--- src/rtl/rf_wb_arbiter.sv ---
// Two-port register-file writeback arbiter with starvation-based priority swap
// and a busy scoreboard that flags decode-stage source hazards.
module rf_wb_arbiter #(
    parameter int REG_DATA_WIDTH  = 32,
    parameter int REG_CODE_LENGTH = 5,
    parameter int STARVE_LIMIT    = 4
) (
    input  logic                       clk,
    input  logic                       rst,
    input  logic                       p0_valid,
    input  logic [REG_CODE_LENGTH-1:0] p0_rd,
    input  logic [REG_DATA_WIDTH-1:0]  p0_data,
    output logic                       p0_ready,
    input  logic                       p1_valid,
    input  logic [REG_CODE_LENGTH-1:0] p1_rd,
    input  logic [REG_DATA_WIDTH-1:0]  p1_data,
    output logic                       p1_ready,
    input  logic                       iss_valid,
    input  logic [REG_CODE_LENGTH-1:0] iss_rd,
    input  logic [REG_CODE_LENGTH-1:0] chk_rs1,
    input  logic [REG_CODE_LENGTH-1:0] chk_rs2,
    output logic                       stall,
    output logic                       RegWrite,
    output logic [REG_CODE_LENGTH-1:0] w_rg,
    output logic [REG_DATA_WIDTH-1:0]  w_data
);

    localparam int NUM_REGS = 2 ** REG_CODE_LENGTH;
    localparam int CNT_W    = $clog2(STARVE_LIMIT) + 1;
    localparam logic [CNT_W-1:0]           CNT_SAT  = CNT_W'(STARVE_LIMIT);
    localparam logic [CNT_W-1:0]           CNT_LAST = CNT_W'(STARVE_LIMIT - 1);
    localparam logic [REG_CODE_LENGTH-1:0] ZERO_RD  = {REG_CODE_LENGTH{1'b0}};

    typedef enum logic [0:0] {
        P0_PRI = 1'b0,
        P1_PRI = 1'b1
    } state_t;

    state_t                      state_r;
    state_t                      state_nxt_s;
    logic [CNT_W-1:0]            cnt_r;
    logic [CNT_W-1:0]            cnt_nxt_s;
    logic [NUM_REGS-1:0]         busy_r;
    logic [NUM_REGS-1:0]         busy_nxt_s;
    logic                        p0_ready_s;
    logic                        p1_ready_s;
    logic                        p0_xfer_s;
    logic                        p1_xfer_s;
    logic                        stall_s;
    logic                        we_r;
    logic [REG_CODE_LENGTH-1:0]  rg_r;
    logic [REG_DATA_WIDTH-1:0]   data_r;

    assign p0_xfer_s = p0_valid && p0_ready_s;
    assign p1_xfer_s = p1_valid && p1_ready_s;
    assign p0_ready  = p0_ready_s;
    assign p1_ready  = p1_ready_s;
    assign stall     = stall_s;
    assign RegWrite  = we_r;
    assign w_rg      = rg_r;
    assign w_data    = data_r;

    // Ready generation: the priority port is always ready, the other only when the priority port is idle.
    always_comb begin
        p0_ready_s = 1'b0;
        p1_ready_s = 1'b0;
        if (rst) begin
            p0_ready_s = 1'b0;
            p1_ready_s = 1'b0;
        end else begin
            case (state_r)
                P0_PRI: begin
                    p0_ready_s = 1'b1;
                    p1_ready_s = !p0_valid;
                end
                P1_PRI: begin
                    p1_ready_s = 1'b1;
                    p0_ready_s = !p1_valid;
                end
                default: begin
                    p0_ready_s = 1'b0;
                    p1_ready_s = 1'b0;
                end
            endcase
        end
    end

    // Starvation counter and priority FSM next state.
    always_comb begin
        state_nxt_s = state_r;
        cnt_nxt_s   = cnt_r;
        if (p1_xfer_s || !p1_valid) begin
            cnt_nxt_s   = {CNT_W{1'b0}};
            state_nxt_s = P0_PRI;
        end else if (!p1_ready_s) begin
            if (cnt_r != CNT_SAT) begin
                cnt_nxt_s = cnt_r + CNT_W'(1);
            end else begin
                cnt_nxt_s = cnt_r;
            end
            // Swap on the edge that records the STARVE_LIMIT-th consecutive denial.
            if ((state_r == P0_PRI) && (cnt_r == CNT_LAST)) begin
                state_nxt_s = P1_PRI;
            end else begin
                state_nxt_s = state_r;
            end
        end else begin
            cnt_nxt_s   = cnt_r;
            state_nxt_s = state_r;
        end
    end

    // Scoreboard next value: clear on long-latency writeback, then set on issue so set wins.
    always_comb begin
        busy_nxt_s = busy_r;
        if (p1_xfer_s) begin
            busy_nxt_s[p1_rd] = 1'b0;
        end else begin
            busy_nxt_s = busy_r;
        end
        if (iss_valid && (iss_rd != ZERO_RD)) begin
            busy_nxt_s[iss_rd] = 1'b1;
        end else begin
            busy_nxt_s[0] = 1'b0;
        end
        busy_nxt_s[0] = 1'b0;
    end

    // Source hazard check against the registered scoreboard only.
    always_comb begin
        stall_s = 1'b0;
        if (rst) begin
            stall_s = 1'b0;
        end else begin
            stall_s = ((chk_rs1 != ZERO_RD) && busy_r[chk_rs1]) ||
                      ((chk_rs2 != ZERO_RD) && busy_r[chk_rs2]);
        end
    end

    // Arbitration and scoreboard state registers.
    always_ff @(posedge clk) begin
        if (rst) begin
            state_r <= P0_PRI;
            cnt_r   <= {CNT_W{1'b0}};
            busy_r  <= {NUM_REGS{1'b0}};
        end else begin
            state_r <= state_nxt_s;
            cnt_r   <= cnt_nxt_s;
            busy_r  <= busy_nxt_s;
        end
    end

    // Registered register-file write port; a transfer to x0 completes but does not write.
    always_ff @(posedge clk) begin
        if (rst) begin
            we_r   <= 1'b0;
            rg_r   <= ZERO_RD;
            data_r <= {REG_DATA_WIDTH{1'b0}};
        end else if (p0_xfer_s) begin
            we_r   <= (p0_rd != ZERO_RD);
            rg_r   <= p0_rd;
            data_r <= p0_data;
        end else if (p1_xfer_s) begin
            we_r   <= (p1_rd != ZERO_RD);
            rg_r   <= p1_rd;
            data_r <= p1_data;
        end else begin
            we_r   <= 1'b0;
            rg_r   <= rg_r;
            data_r <= data_r;
        end
    end

endmodule

--- config.mk ---
export PLATFORM = sky130hd
export DESIGN_NAME = rf_wb_arbiter
export DESIGN_NICKNAME = d
export VERILOG_FILES = /design/src/rtl/rf_wb_arbiter.sv
export SDC_FILE = /design/constraint.sdc
export NUM_CORES = 1
export LEC_CHECK = 0
export BUFFER_PORTS_ARGS = -buffer_cell sky130_fd_sc_hd__buf_2
export CORE_ASPECT_RATIO = 1.75
export CORE_MARGIN = 1.5
export CORE_UTILIZATION = 51
export CTS_BUF_LIST = sky130_fd_sc_hd__clkbuf_4
export CTS_CLUSTER_DIAMETER = 60
export CTS_CLUSTER_SIZE = 8
export DETAILED_ROUTE_END_ITERATION = 16
export PLACE_DENSITY = 0.88
export SLEW_MARGIN = 20
export SYNTH_ARGS = -nofsm -noshare
export SYNTH_HDL_FRONTEND = slang
export SYNTH_SLANG_ARGS = --single-unit
--- constraint.sdc ---
create_clock -name clk -period 1.7 [get_ports clk]
set_input_delay 0.085 -clock clk [delete_from_list [all_inputs] [get_ports clk]]
set_output_delay 0.085 -clock clk [all_outputs]
set_load 0.1 [all_outputs]
Word level (Yosys, flattened, before mapping)
Cells that the tools add are included. Widths: inputs -> output; s select.

$add $sub $neg: 1. Order comparisons: 6. Eq/ne operators: 2. Mux-type cells: 21. Bitwise gates (word level): 5. Reduce and logical (&&, ||, !) cells: 21.

Operators by type and width (number): $mux 32 (3); $and 32x32->32 (1); $not 32->32 (1); $or 32x32->32 (1); $mux 31 (1); $reduce_bool 5->1 (5); $lt 5x6->1 const B (4); $bmux 1 s5 (2); $demux 1 s5 (2); $ge 5x1->1 const B (2); $mux 5 (2); $mux 1 (9); $logic_and 1x1->1 (8); $pmux 1 s2 (2); $reduce_and 2->1 (2); $add 3x1->3 const B (1); $eq 3x2->1 const B (1); $ne 3x3->1 const B (1); $logic_not 1->1 (2); $logic_or 1x1->1 (2); $not 1->1 (2); $reduce_bool 2->1 (1); $reduce_or 2->1 (1).

Register bits: 74. Input bits: 94. Output and inout port bits: 41. Logic and storage cells: 63.

Longest topological paths before layout
Depth in word-level cells: 9. Depth in mapped cells: 7. Depth with buffers taken out: 5.

Least setup slack after synthesis
OpenSTA, ideal clock, no wires.

Path type: register to register. Start: register state_r. End: register rg_r[4], in the netlist w_rg[4]. Setup time: 70 ps. Arrival: 2719 ps. Data required time: 1630 ps. Path slack: -1090 ps. Cell stages (with the launch flop): 7. Path buffers: 2. Period minus slack after synthesis: 2790 ps. Cells stage by stage: dfxtp_1 > a21oi_1 > and2_1 > buf_2 > buf_2 > a22oi_1 > a21oi_1.

Longest elaborated chain between the ends: 5. Elaborated cells between the ends (all ways): 9. Those cells by class: mux (5); bitwise (1); reduce/logical (3).

Ends and longest elaborated chain: start: declaration (line 39) `state_t state_r;`; start signal: assignment (line 147) `state_r <= state_nxt_s;`; $not 1->1 (line 71) `case (state_r)`; $pmux 1 s2 * (line 71); $mux 1 * (line 67) `if (rst) begin`; named net p0_ready (line 13) `output logic p0_ready,`; $logic_and 1x1->1 * (line 54) `assign p0_xfer_s = p0_valid && p0_ready_s;`; $mux 5 / $reduce_bool 2->1 (equally long branches); end signal: assignment (line 161) `rg_r <= p0_rd;`; end signal: assignment (line 165) `rg_r <= p1_rd;`; end signal: assignment (line 169) `rg_r <= rg_r;`; end: declaration (line 51) `logic [REG_CODE_LENGTH-1:0] rg_r;`.

The timed path passes the listed nets; every way through them passes the cells marked *. A chain may end at the register's enable or synchronous reset.

Worst setup path in the final report
Start: register busy_r[31]. End: output port stall.

Longest elaborated chain between the ends: 5. Elaborated cells between the ends (all ways): 8. Those cells by class: mux (5); reduce/logical (3).

Ends and longest elaborated chain: start: declaration (line 43) `logic [NUM_REGS-1:0] busy_r;`; start signal: assignment (line 145) `busy_r <= {NUM_REGS{1'b0}};`; start signal: assignment (line 149) `busy_r <= busy_nxt_s;`; $bmux 1 s5, on equally long branches (line 135, 136); $mux 1, on equally long branches (line 135, 136); $logic_and 1x1->1, on equally long branches (line 135, 136); $logic_or 1x1->1 * (line 135) `stall_s = ((chk_rs1 != ZERO_RD) && busy_r[chk_rs1]) ||`; $mux 1 * (line 132) `if (rst) begin`; end: declaration (line 22) `output logic stall,`.

Every way passes the cells marked *; elsewhere a longest branch is shown, timed or not. The select of a mux whose other input is x is not followed.

==> implementation parameters <==
Parameter                              Value

Power
  Static leakage    2.23 nW
  Pwr Total    4.33 mW
  P per Cell Area    813 nW/um2
  Worst-case vdd ir drop    between 0.8 and 0.9 mV

Job
  Number of maximum-capacitance violations    0

Floorplanning
  Die area    7500 um2
  Core outline area    6810 um2
  Die W    66.1 um
  Number of core rows    40
  Initial core utilization    0.523
  Die span in y    113 um
  Number of top-level design ports    135

Setup path
  Critical path data arrival time    roughly 2.1 ns
  Req. time, crit path    1.62 ns
  Kind of critical path    flip-flop to primary output
  Startpoint type of the worst setup path    flip-flop
  Endpoint of the worst-slack reg-to-reg timing path    busy_r[5]$_SDFF_PP0_
  Depth of the worst register-to-register path    7
  Worst R2R Setup Slack    0.11 ns
  CP endpoint kind    primary output
  Startpoint of the worst-slack reg-to-reg timing path    state_r$_SDFFE_PP0P_
  Crit path max fanout    2

Detailed routing
  Iteration-0 DRC count of the detailed router    between 300 and 400
  Total number of vias    4270
  Met1 layer wirelength in the final routing    ~4400 um
  Met2 WL post-DR    7000 um
  Total wire length after detailed routing    13400 um
  DR pass1 iterations    5
  Antenna-violating nets left    0
  Total met3 wirelength after detailed routing    around 1100 um
  DRC violations left    0
  Via count normalized by instance count    6.02
  Highest metal layer with signal wires    met4
  Wire per inst    18.9 um

Worst hold path
  Hold worst-path end    state_r$_SDFFE_PP0P_
  Cell count of the worst hold path    3
  Source of the worst hold timing path    p1_valid
  Hold Path Class    input pin to flip-flop

STA
  Min setup slack post-route    -0.508 ns
  Worst Skew    around 0.005 ns
  Max-slew violation count    0
  Setup repair after global routing missed its margin    yes
  Time the final worst path needs with I/O delays and setup    2.21 ns
  Slew at the pin closest to its max-slew limit    0.653 ns
  Count of endpoints failing hold in the final timing report    0
  Number of endpoints failing setup at the final stage    1
  Maximum clock rate    453 MHz
  Relative slew margins    0.563
  Post-Route Setup TNS    -0.508 ns
  Final period utilization    1.30

Place
  Placer's final routability congestion estimate    approximately 0.92
  Port-buffer cells    134
  Placed insts    619
  Placed Area    4400 um2
  DP HPWL    around 7800 um

Global routing
  All-layer global routing usage    0.367
  Initial antenna violation count    1
  Residual overflow from global routing    0
  Global-route wire length before repair    20800 um
  Largest net degree at the start of global routing    43
  Number of global-route vias before repair    4361

Final layout
  Non-filler instance count after layout    709
  Final core area utilization    0.783
  NumNets Final    716
  Area added between synthesis and finish    49.9%
  Post-layout instance area    5330 um2
  Fill cell instance count of the final layout    approximately 460
  Fraction of layout cells with a size suffix above 1    0.319

Clock tree
  Deepest clock path buffer count    2
  H-tree lvl count    3
  Clock input transition at the sequential cells of the worst setup and hold paths    0.12 ns
  Clock buffers created by TritonCTS    9
  Clock root cell    sky130_fd_sc_hd__clkbuf_4
  Worst-skew pair later-pin latency    0.45 ns
  Number of sinks driven by the clock tree    73
  CTS tree    done

Synthesis
  Post-synthesis area per instance    8.63 um2
  Synthesized flop and latch total    73
  Distinct cell type count of the synthesized netlist    about 40
  Dominant cell type by area after synthesis    sky130_fd_sc_hd__dfxtp_1
  EDFF count, synth    0
  Top cells by instance count after synthesis    sky130_fd_sc_hd__nand2_1 (77), sky130_fd_sc_hd__a21oi_1 (73), sky130_fd_sc_hd__dfxtp_1 (73)
  Cells after Synth    412
  Warnings from Yosys    0
  Most frequently used cell type in the post-synthesis netlist    sky130_fd_sc_hd__nand2_1
  Dominant register cell in the synthesized netlist    sky130_fd_sc_hd__dfxtp_1
  Share of the synthesized area in the top cell type    0.411
  Net Count, Synth    slightly above 500
  Sequential element share of the synthesized area    0.411
  Largest cells by area after synthesis    sky130_fd_sc_hd__dfxtp_1 (41%), sky130_fd_sc_hd__a21oi_1 (10%), sky130_fd_sc_hd__a22oi_1 (8.2%)
  Fraction of registers with async set or reset after synthesis    0
  Combined area of all synthesized cells    3560 um2

Outcome
  Status    finished with violations
  Violated checks    setup timing
## through the flow
step	hold WS, ns	worst slack [ns]
6_report	0.0134	-0.508
5_1_grt	0.0294	-0.612
4_1_cts	0.00299	-0.516
3_5_place_dp	0.366	-0.105
3_3_place_gp	0.356	-0.0429
2_1_floorplan	0.215	0.00370
## repair_timing
action                     CTS  global route
hold endpoints to repair    38             0
hold buffers                72             0
buffers inserted             0             2
pin swaps                    1             1
gates resized for setup      2             9
setup endpoints to repair    2            28
## state kept, by name, indices dropped and copies added, names as in the netlist
register	flops
RegWrite	1
state_r	1
w_data	32
w_rg	5
busy_r	31
cnt_r	3
## critical path: stages (launching register included)
cell and delay (ns):
sky130_fd_sc_hd__dfxtp_1 0.33, sky130_fd_sc_hd__buf_4 0.13, sky130_fd_sc_hd__mux2_2 0.27, sky130_fd_sc_hd__o211ai_1 0.19, sky130_fd_sc_hd__nor3_1 0.09, sky130_fd_sc_hd__nor4_2 0.38
sky130_fd_sc_hd__o21ai_4 0.09, sky130_fd_sc_hd__buf_12 0.18
## final cells by class
type	count	area [um2]	share of cell area
Clock buffer	9	67.6	0.0127
Antenna cell	1	2.50	0.000469
Inverter	4	15.0	0.00282
Clock inverter	7	109	0.0204
Tap cell	84	105	0.0197
Multi-Input combinational cell	305	1970	0.370
Sequential cell	73	1460	0.274
Timing Repair Buffer	226	1600	0.300
## power by group
part | total (mW) | switching (mW) | internal [mW]
combinational | 1.16 | 0.788 | 0.376
sequential | 1.81 | 0.0374 | 1.78
clock | 1.35 | 0.623 | 0.731
## kinds of logic (layout without fill, tap and decap cells)
kind of cell	count (synthesis)	in the layout	synth area share
AO/OA/AOI/OAI	149	149	0.241
AND/OR/NAND/NOR	127	127	0.168
flip-flops	73	73	0.411
buffers and inverters	34	246	0.0510
multiplexers	25	25	0.116
adder cells (fa/ha/maj)	3	3	0.0106
XOR/XNOR	1	1	0.00246
other	0	1	0
## layout by cell type (no fill, tap or decap), types with 2 or more instances in the layout
master,count
sky130_fd_sc_hd__buf_2,132
sky130_fd_sc_hd__ha_1,3
sky130_fd_sc_hd__o21ai_0,28
sky130_fd_sc_hd__bufinv_16,3
sky130_fd_sc_hd__nor3b_2,2
sky130_fd_sc_hd__nand2_1,76
sky130_fd_sc_hd__buf_4,17
sky130_fd_sc_hd__nor2b_1,2
sky130_fd_sc_hd__mux2_2,3
sky130_fd_sc_hd__clkbuf_4,10
sky130_fd_sc_hd__nor3_1,2
sky130_fd_sc_hd__o21ai_1,2
sky130_fd_sc_hd__nor2_4,2
sky130_fd_sc_hd__mux2i_1,10
sky130_fd_sc_hd__and3_1,3
sky130_fd_sc_hd__buf_12,4
sky130_fd_sc_hd__and3b_1,2
sky130_fd_sc_hd__a22oi_1,38
sky130_fd_sc_hd__dlygate4sd3_1,71
sky130_fd_sc_hd__nand3_1,2
sky130_fd_sc_hd__nor3b_1,5
sky130_fd_sc_hd__nor2_1,15
sky130_fd_sc_hd__nand3b_1,6
sky130_fd_sc_hd__dfxtp_1,72
sky130_fd_sc_hd__mux4_1,2
sky130_fd_sc_hd__inv_1,4
sky130_fd_sc_hd__clkinv_2,3
sky130_fd_sc_hd__mux4_2,10
sky130_fd_sc_hd__a21oi_1,72
## metal layers
metal  up-vias  track usage
met5         -            0
met4         0        0.246
met3        88        0.117
met2       284        0.643
met1      1992        0.354
li1       1906            -
## worst max-delay path by stage
stage / end / start
after floorplan: w_rg[4]$_SDFFE_PP0P_ / state_r$_SDFFE_PP0P_
after detailed placement: stall / chk_rs2[2]
after global placement: stall / chk_rs2[2]
after CTS: stall / busy_r[31]$_SDFF_PP0_
after global routing: stall / busy_r[31]$_SDFF_PP0_
final: stall / busy_r[31]$_SDFF_PP0_
Note: power is estimated with default switching activity, not from simulation.
